**config.mk**
```make
export PLATFORM = sky130hd
export DESIGN_NAME = stopwatch_ctrl_flat
export DESIGN_NICKNAME = d
export VERILOG_FILES = /design/src/rtl/stopwatch_ctrl_if.sv /design/src/rtl/stopwatch_ctrl.sv /design/src/flat_wrapper.sv
export SDC_FILE = /design/constraint.sdc
export NUM_CORES = 1
export LEC_CHECK = 0
export CORE_MARGIN = 8
export CORE_UTILIZATION = 50
export CTS_CLUSTER_DIAMETER = 100
export DETAILED_ROUTE_END_ITERATION = 10
export HOLD_SLACK_MARGIN = 0.03
export PLACE_DENSITY_LB_ADDON = 0.3
export RECOVER_POWER = 100
export SLEW_MARGIN = 20
export SYNTH_ARGS = -nofsm -noshare
export SYNTH_HDL_FRONTEND = slang
export SYNTH_SLANG_ARGS = --single-unit
```
**constraint.sdc**
```tcl
create_clock -name clockIn -period 3.9 [get_ports clockIn]
set_clock_uncertainty 0.05 [all_clocks]
set_input_delay 0.78 -clock clockIn [delete_from_list [all_inputs] [get_ports clockIn]]
set_output_delay 0.78 -clock clockIn [all_outputs]
set_load 0.01 [all_outputs]
```
**src/rtl/stopwatch_ctrl_if.sv**
```systemverilog
// Command, target and status signals of the two-digit stopwatch controller.
// master drives commands and the target; slave returns the count and status.
interface stopwatch_ctrl_if;
    logic       tick;
    logic       start;
    logic       stop;
    logic       clear;
    logic [3:0] target_ones;
    logic [3:0] target_tens;
    logic [3:0] ones;
    logic [3:0] tens;
    logic [1:0] state;
    logic       running;
    logic       done;
    logic       wrap;

    modport master (
        output tick, start, stop, clear, target_ones, target_tens,
        input  ones, tens, state, running, done, wrap
    );

    modport slave (
        input  tick, start, stop, clear, target_ones, target_tens,
        output ones, tens, state, running, done, wrap
    );
endinterface

```
**src/rtl/stopwatch_ctrl.sv**
```systemverilog
// Two-digit BCD-style stopwatch with IDLE/RUN/PAUSE/DONE control, a latched
// terminal count, and one-cycle done/wrap pulses registered with the count.
module stopwatch_ctrl #(
    parameter int ONES_MAX = 9,
    parameter int TENS_MAX = 5
) (
    input  logic          clockIn,
    input  logic          reset,
    stopwatch_ctrl_if.slave sw
);
    typedef enum logic [1:0] {
        IDLE  = 2'b00,
        RUN   = 2'b01,
        PAUSE = 2'b10,
        DONE  = 2'b11
    } state_t;

    localparam logic [3:0] ONES_TOP = 4'(ONES_MAX);
    localparam logic [3:0] TENS_TOP = 4'(TENS_MAX);

    state_t     state_q, state_d;
    logic [3:0] ones_q, ones_d;
    logic [3:0] tens_q, tens_d;
    logic [3:0] tgt_ones_q, tgt_ones_d;
    logic [3:0] tgt_tens_q, tgt_tens_d;
    logic       done_q, done_d;
    logic       wrap_q, wrap_d;

    logic [3:0] inc_ones;
    logic [3:0] inc_tens;
    logic       inc_wrap;

    always_comb begin
        inc_ones = ones_q + 4'd1;
        inc_tens = tens_q;
        inc_wrap = 1'b0;
        if (ones_q == ONES_TOP) begin
            inc_ones = 4'd0;
            if (tens_q == TENS_TOP) begin
                inc_tens = 4'd0;
                inc_wrap = 1'b1;
            end else begin
                inc_tens = tens_q + 4'd1;
            end
        end
    end

    always_ff @(posedge clockIn) begin
        if (reset) begin
            state_q    <= IDLE;
            ones_q     <= 4'd0;
            tens_q     <= 4'd0;
            tgt_ones_q <= 4'd0;
            tgt_tens_q <= 4'd0;
            done_q     <= 1'b0;
            wrap_q     <= 1'b0;
        end else begin
            state_q    <= state_d;
            ones_q     <= ones_d;
            tens_q     <= tens_d;
            tgt_ones_q <= tgt_ones_d;
            tgt_tens_q <= tgt_tens_d;
            done_q     <= done_d;
            wrap_q     <= wrap_d;
        end
    end

    // An out-of-range target digit can never equal a count digit, so it simply never matches.
    always_comb begin
        state_d    = state_q;
        ones_d     = ones_q;
        tens_d     = tens_q;
        tgt_ones_d = tgt_ones_q;
        tgt_tens_d = tgt_tens_q;
        done_d     = 1'b0;
        wrap_d     = 1'b0;
        if (sw.clear) begin
            state_d = IDLE;
            ones_d  = 4'd0;
            tens_d  = 4'd0;
        end else begin
            case (state_q)
                IDLE: begin
                    if (!sw.stop && sw.start) begin
                        state_d    = RUN;
                        tgt_ones_d = sw.target_ones;
                        tgt_tens_d = sw.target_tens;
                    end
                end
                RUN: begin
                    if (sw.stop) begin
                        state_d = PAUSE;
                    end else if (sw.tick) begin
                        ones_d = inc_ones;
                        tens_d = inc_tens;
                        wrap_d = inc_wrap;
                        if (inc_ones == tgt_ones_q && inc_tens == tgt_tens_q) begin
                            state_d = DONE;
                            done_d  = 1'b1;
                        end
                    end
                end
                PAUSE: begin
                    if (!sw.stop && sw.start) begin
                        state_d = RUN;
                    end
                end
                default: ;
            endcase
        end
    end

    always_comb begin
        sw.ones    = ones_q;
        sw.tens    = tens_q;
        sw.state   = state_q;
        sw.running = (state_q == RUN);
        sw.done    = done_q;
        sw.wrap    = wrap_q;
    end
endmodule

```
**src/flat_wrapper.sv**
```systemverilog
// flat-port wrapper written by rule: the top's interface ports become plain ports
module stopwatch_ctrl_flat 
#(
    parameter int ONES_MAX = 9,
    parameter int TENS_MAX = 5
)
  (clockIn, reset, sw_tick, sw_start, sw_stop, sw_clear, sw_target_ones, sw_target_tens, sw_ones, sw_tens, sw_state, sw_running, sw_done, sw_wrap);
  stopwatch_ctrl_if sw_i ();
  input  logic clockIn;
  input  logic reset;
  input wire logic [$bits(sw_i.tick)-1:0] sw_tick;
  input wire logic [$bits(sw_i.start)-1:0] sw_start;
  input wire logic [$bits(sw_i.stop)-1:0] sw_stop;
  input wire logic [$bits(sw_i.clear)-1:0] sw_clear;
  input wire logic [$bits(sw_i.target_ones)-1:0] sw_target_ones;
  input wire logic [$bits(sw_i.target_tens)-1:0] sw_target_tens;
  output wire logic [$bits(sw_i.ones)-1:0] sw_ones;
  output wire logic [$bits(sw_i.tens)-1:0] sw_tens;
  output wire logic [$bits(sw_i.state)-1:0] sw_state;
  output wire logic [$bits(sw_i.running)-1:0] sw_running;
  output wire logic [$bits(sw_i.done)-1:0] sw_done;
  output wire logic [$bits(sw_i.wrap)-1:0] sw_wrap;
  assign sw_i.tick = sw_tick;
  assign sw_i.start = sw_start;
  assign sw_i.stop = sw_stop;
  assign sw_i.clear = sw_clear;
  assign sw_i.target_ones = sw_target_ones;
  assign sw_i.target_tens = sw_target_tens;
  assign sw_ones = sw_i.ones;
  assign sw_tens = sw_i.tens;
  assign sw_state = sw_i.state;
  assign sw_running = sw_i.running;
  assign sw_done = sw_i.done;
  assign sw_wrap = sw_i.wrap;
  stopwatch_ctrl #(.ONES_MAX(ONES_MAX), .TENS_MAX(TENS_MAX)) u_core (.clockIn(clockIn), .reset(reset), .sw(sw_i));
endmodule
```
* After elaboration in Yosys (flattened, before gate mapping) *
Index checks and enable logic that the tools add are counted.

storage, ports and cells
  flip-flop bits (word level) = 20
  input port bits = 14
  logic and storage cells = 45

operators by class
  add/sub/neg operators = 2
  equality and inequality tests = 9
  muxes and demuxes = 10
  bitwise operators = 5
  reductions and logical operators = 12

operators by type and width
  kind                   number
  $mux W4                3
  $add A4 B1 Y4 const B  2
  $eq A4 B4 Y1           2
  $mux W2                4
  $reduce_and A3 Y1      2
  $reduce_or A6 Y1       1
  $not A1 Y1             5
  $reduce_or A5 Y1       1
  $eq A4 B3 Y1 const B   1
  $eq A4 B4 Y1 const B   1
  $pmux W2 S2            1
  $reduce_and A4 Y1      1
  $reduce_or A2 Y1       2
  $ne A3 B2 Y1 const B   1
  $ne A3 B3 Y1 const B   1
  $eq A2 B1 Y1 const B   1
  $eq A2 B2 Y1 const B   1
  $logic_and A1 B1 Y1    2
  $logic_not A2 Y1       1
  $mux W1                2
  $ne A2 B1 Y1 const B   1
  $reduce_bool A2 Y1     1
  $logic_not A1 Y1       1

* Depth between registers and ports, before layout *
  word-level depth = 9
  depth in mapped cells = 8
  mapped depth without buffers = 8

* Least setup slack after synthesis *
Ideal clock, no wire load.

  kind = input-to-reg
  start point = in sw_stop
  end point = reg u_core.tgt_ones_q[0]
  arrival = 1678 ps
  setup slack = 2047 ps
  stages on the path = 5
  buffers on the path = 1
  cell sequence = nor2_1 and3_1 clkbuf_1 mux2i_1 nor2_1

on the way
  longest elaborated chain between the ends = 3

ends and longest elaborated chain
  what                         RTL line              source
  from (decl)                  flat_wrapper.sv:13    input wire logic [$bits(sw_i.stop)-1:0] sw_stop;
  $logic_not A1 Y1             stopwatch_ctrl.sv:84  if (!sw.stop && sw.start) begin
  $logic_and A1 B1 Y1          stopwatch_ctrl.sv:84
  $reduce_and A3 Y1 (no line)  --
  to (signal assigned)         stopwatch_ctrl.sv:61  tgt_ones_q <= tgt_ones_d;
  to (decl)                    stopwatch_ctrl.sv:24  logic [3:0] tgt_ones_q, tgt_ones_d;

Every way passes these cells.
A chain may end at the register's enable or synchronous reset.

* Worst setup path after layout *
  start point = in reset
  end point = reg u_core.state_q[1] (netlist: u_core.sw.state[1])

on the way
  longest elaborated chain between the ends = 1

ends and longest elaborated chain
  what                        RTL line              source
  from (decl)                 flat_wrapper.sv:10    input logic reset;
  $reduce_or A2 Y1 (no line)  --
  to (signal assigned)        stopwatch_ctrl.sv:58  state_q <= state_d;
  to (decl)                   stopwatch_ctrl.sv:21  state_t state_q, state_d;

Every way passes these cells.

==> impl_metrics.yaml <==
clocking:
  cts_tree: "built"
  cts_max_level: 1
  cts.sinks: 20
  cts-root-buf: "clkbuf_4"
  cts_hold_buf: 0
  ctsResizeCount: 0
  postCtsSetupRepairBufs: 0
  cts.path.max_buffers: 2
  clock_latency_ns: 0.29
  cts_made_buffers: 3
  path_clk_slew_ns: 0.11
global_routing:
  use_met1: 0.159
  grt_pass1_vias: 1024
  grt-ovfl-total: 0
  grt-busiest-layer: "met2"
  grt_max_degree: 13
  grt_pass1_wl_mm: 4.64
  track_usage: 0.138
  grt.met2_usage: 0.234
  use_met3: 0.0406
  antenna_found_initial: 0
worst_setup_path:
  critPathBufInv: 1
  start_kind: "primary input"
  path_common_cell: "o21ai_0"
  critPathMaxFanout: 12
  endpoint_kind: "flip-flop"
  worst-endpoint-arrival_ns: 2.48
  cp_top_family: "buffers and inverters"
  crit_chain: "dlygate4sd3_1 -> or2_0 -> nor2_1 -> o21ai_0 -> o21ai_0"
  crit_slowest_cell: "dlygate4sd3_1"
  slowest_delay_ns: 0.74
  worstSetupPathType: "in -> reg"
  worst-endpoint-required_ns: 4.02
drt:
  drt_drc_violations_left: 0
  via_per_inst: 5.69
  drt_iter0_drc: 43
  dr_total_vias: 1098
  routed_wl_mm: 2.78
  wl_per_cell_um: 14.4
  final_antenna_net_count: 0
  first_pass_iters: 4
finish:
  syn_to_final_growth_pct: 26.1
  drive_gt1_frac: 0.0364
  fin_area_um2: 1420
  fillers: 203
  num_antenna_cells: 0
  nets: 182
synth:
  synth_top_area_frac: 0.356
  synth_top_area_cell: "dfxtp_1"
  yosysUniqueCellTypes: 36
  synthArstFlopShare: 0
  synthFlopType: "dfxtp_1"
  ys_ff_latch: 20
  yosysSeqAreaShare: 0.356
  avgSynthCellArea_um2: 7.91
  synthCells: 142
  yosysWarningCount: 0
  ys_top_cells_by_area: "dfxtp_1, mux2i_1, nor2_1, o21ai_0, a21oi_1"
  synth_commonest_cells: "nor2_1, dfxtp_1, o21ai_0"
  synth_most_common_cell: "nor2_1"
  synth_edf_count: 0
  syn_nets: 158
  synth_area_um2: 1120
sta:
  drv_slew: 0
  rsz0062_at_grt: "false"
  period_needed_ns: 2.36
  period_share: 0.606
  tightestPinTransition_ns: 0.664
  fin_ws_ns: 1.54
  slew-limit-headroom: 0.557
  hold_violations: 0
  max_freq_mhz: 423
  tns_ns: 0
  setup_viol: 0
floorplan:
  fp.dieW_um: 63.4
  die_area_um2: 4020
  row_count: 17
  initial_utilization: 0.518
  fp.coreArea_um2: 2170
  io_pins: 27
  die_h_um: 63.4
pwr:
  power.leakage_nw: 0.555
  finalPower_mw: 0.363
  p_per_area_nw_per_um2: 256
  ir_worst_vdd_mv: 0.191
placed_design:
  placed_area_um2: 1380
  gp_congestion: 0.831
  preCtsSetupSlack_ns: 1.44
  port_buffers: 26
  dp_hpwl_mm: 2.13
flow_run:
  maxCapViolations: 0
outcome:
  status: "finished, final reports clean"
worst_hold_path:
  hold_class: "reg -> reg"
[final timing paths]
| kind | start | slack (ns) | cells after the start | end |
|---|---|---|---|---|
| hold reg to reg | u_core.tgt_ones_q[2]$_SDFFE_PP0P_ | 0.48 | 2 | u_core.tgt_ones_q[2]$_SDFFE_PP0P_ |
| hold / removal | u_core.tgt_ones_q[2]$_SDFFE_PP0P_ | 0.48 | 2 | u_core.tgt_ones_q[2]$_SDFFE_PP0P_ |
| setup reg to reg | u_core.sw.tens[1]$_SDFFE_PP0P_ | 1.83 | 8 | u_core.sw.state[1]$_SDFFE_PP0P_ |
| setup / recovery | reset | 1.54 | 5 | u_core.sw.state[1]$_SDFFE_PP0P_ |
[tightest hold or removal path: cells and delay by family (launching register included)]
kind             cells  cell delay (ns)
multiplexers         1             0.07
flip-flops           1             0.36
AND/OR/NAND/NOR      1             0.07
[per-layer routing]
metal	vias to the layer above	share of wire	wire length (um)
li1	543	-	-
met1	511	0.43	1190
met2	40	0.49	1370
met3	4	0.068	189
met4	0	0.011	31
met5	-	0	0
[layout by cell type, fill, tap and decap left out]
| master | n |
|---|---|
| mux2_2 | 1 |
| nor2b_1 | 4 |
| a31oi_1 | 1 |
| dfxtp_1 | 20 |
| ha_1 | 2 |
| nor4_1 | 1 |
| nor3b_1 | 4 |
| and2_1 | 1 |
| a21oi_1 | 10 |
| xor2_1 | 3 |
| o31ai_1 | 1 |
| xnor2_1 | 2 |
| o21a_1 | 1 |
| nor3_1 | 3 |
| and4bb_2 | 1 |
| clkdlybuf4s50_1 | 11 |
| inv_1 | 3 |
| o211ai_1 | 2 |
| or3_1 | 2 |
| nand3_1 | 6 |
| o21ai_0 | 11 |
| dlygate4sd3_1 | 15 |
| nor4b_1 | 1 |
| nor2_1 | 25 |
| nand2_1 | 9 |
| nand4_1 | 2 |
| o31a_1 | 1 |
| a22oi_1 | 1 |
| clkbuf_4 | 3 |
| nand2b_1 | 1 |
| clkbuf_8 | 1 |
| nand4b_1 | 1 |
| and3b_1 | 1 |
| mux2i_1 | 10 |
| and3_1 | 3 |
| or2_0 | 1 |
[stage by stage]
step / hold WS, ns / utilization / cells
after floorplan: 0.431 / - / 142
after global placement: 0.448 / 0.636 / 189
after detailed placement: 0.462 / 0.636 / 189
after CTS: 0.489 / 0.653 / 193
after global routing: 0.542 / 0.653 / 193
final: 0.480 / 0.653 / 193
[power breakdown]
part           internal (mW)  total, mW  leakage [nW]  switching [mW]
sequential             0.207      0.211         0.162         0.00356
combinational         0.0197     0.0341         0.372          0.0144
clock                 0.0568      0.118        0.0210          0.0613
[cell type report]
| cell class | count | area (um2) | area share |
|---|---|---|---|
| Timing Repair Buffer | 26 | 260 | 0.184 |
| Clock buffer | 4 | 36.3 | 0.0256 |
| Tap cell | 28 | 35.0 | 0.0247 |
| Inverter | 3 | 11.3 | 0.00795 |
| Multi-Input combinational cell | 112 | 673 | 0.475 |
| Sequential cell | 20 | 400 | 0.283 |
[kinds of logic after synthesis]
logic type / count (synthesis) / synth area share
xor gates and xnor gates: 5 / 0.0390
AOI/OAI and AO/OA: 28 / 0.140
and+or+nand+nor: 66 / 0.298
muxes: 11 / 0.0991
buffers and inverters: 10 / 0.0445
DFF: 20 / 0.356
adders and majority gates: 2 / 0.0223
[sequential cells by signal, indices dropped and copies added (netlist names)]
register and cells:
u_core.sw.done 1, u_core.sw.ones 4, u_core.sw.state 2, u_core.sw.tens 4
u_core.sw.wrap 1, u_core.tgt_ones_q 4, u_core.tgt_tens_q 4
Note: power is estimated with default switching activity, not from simulation.
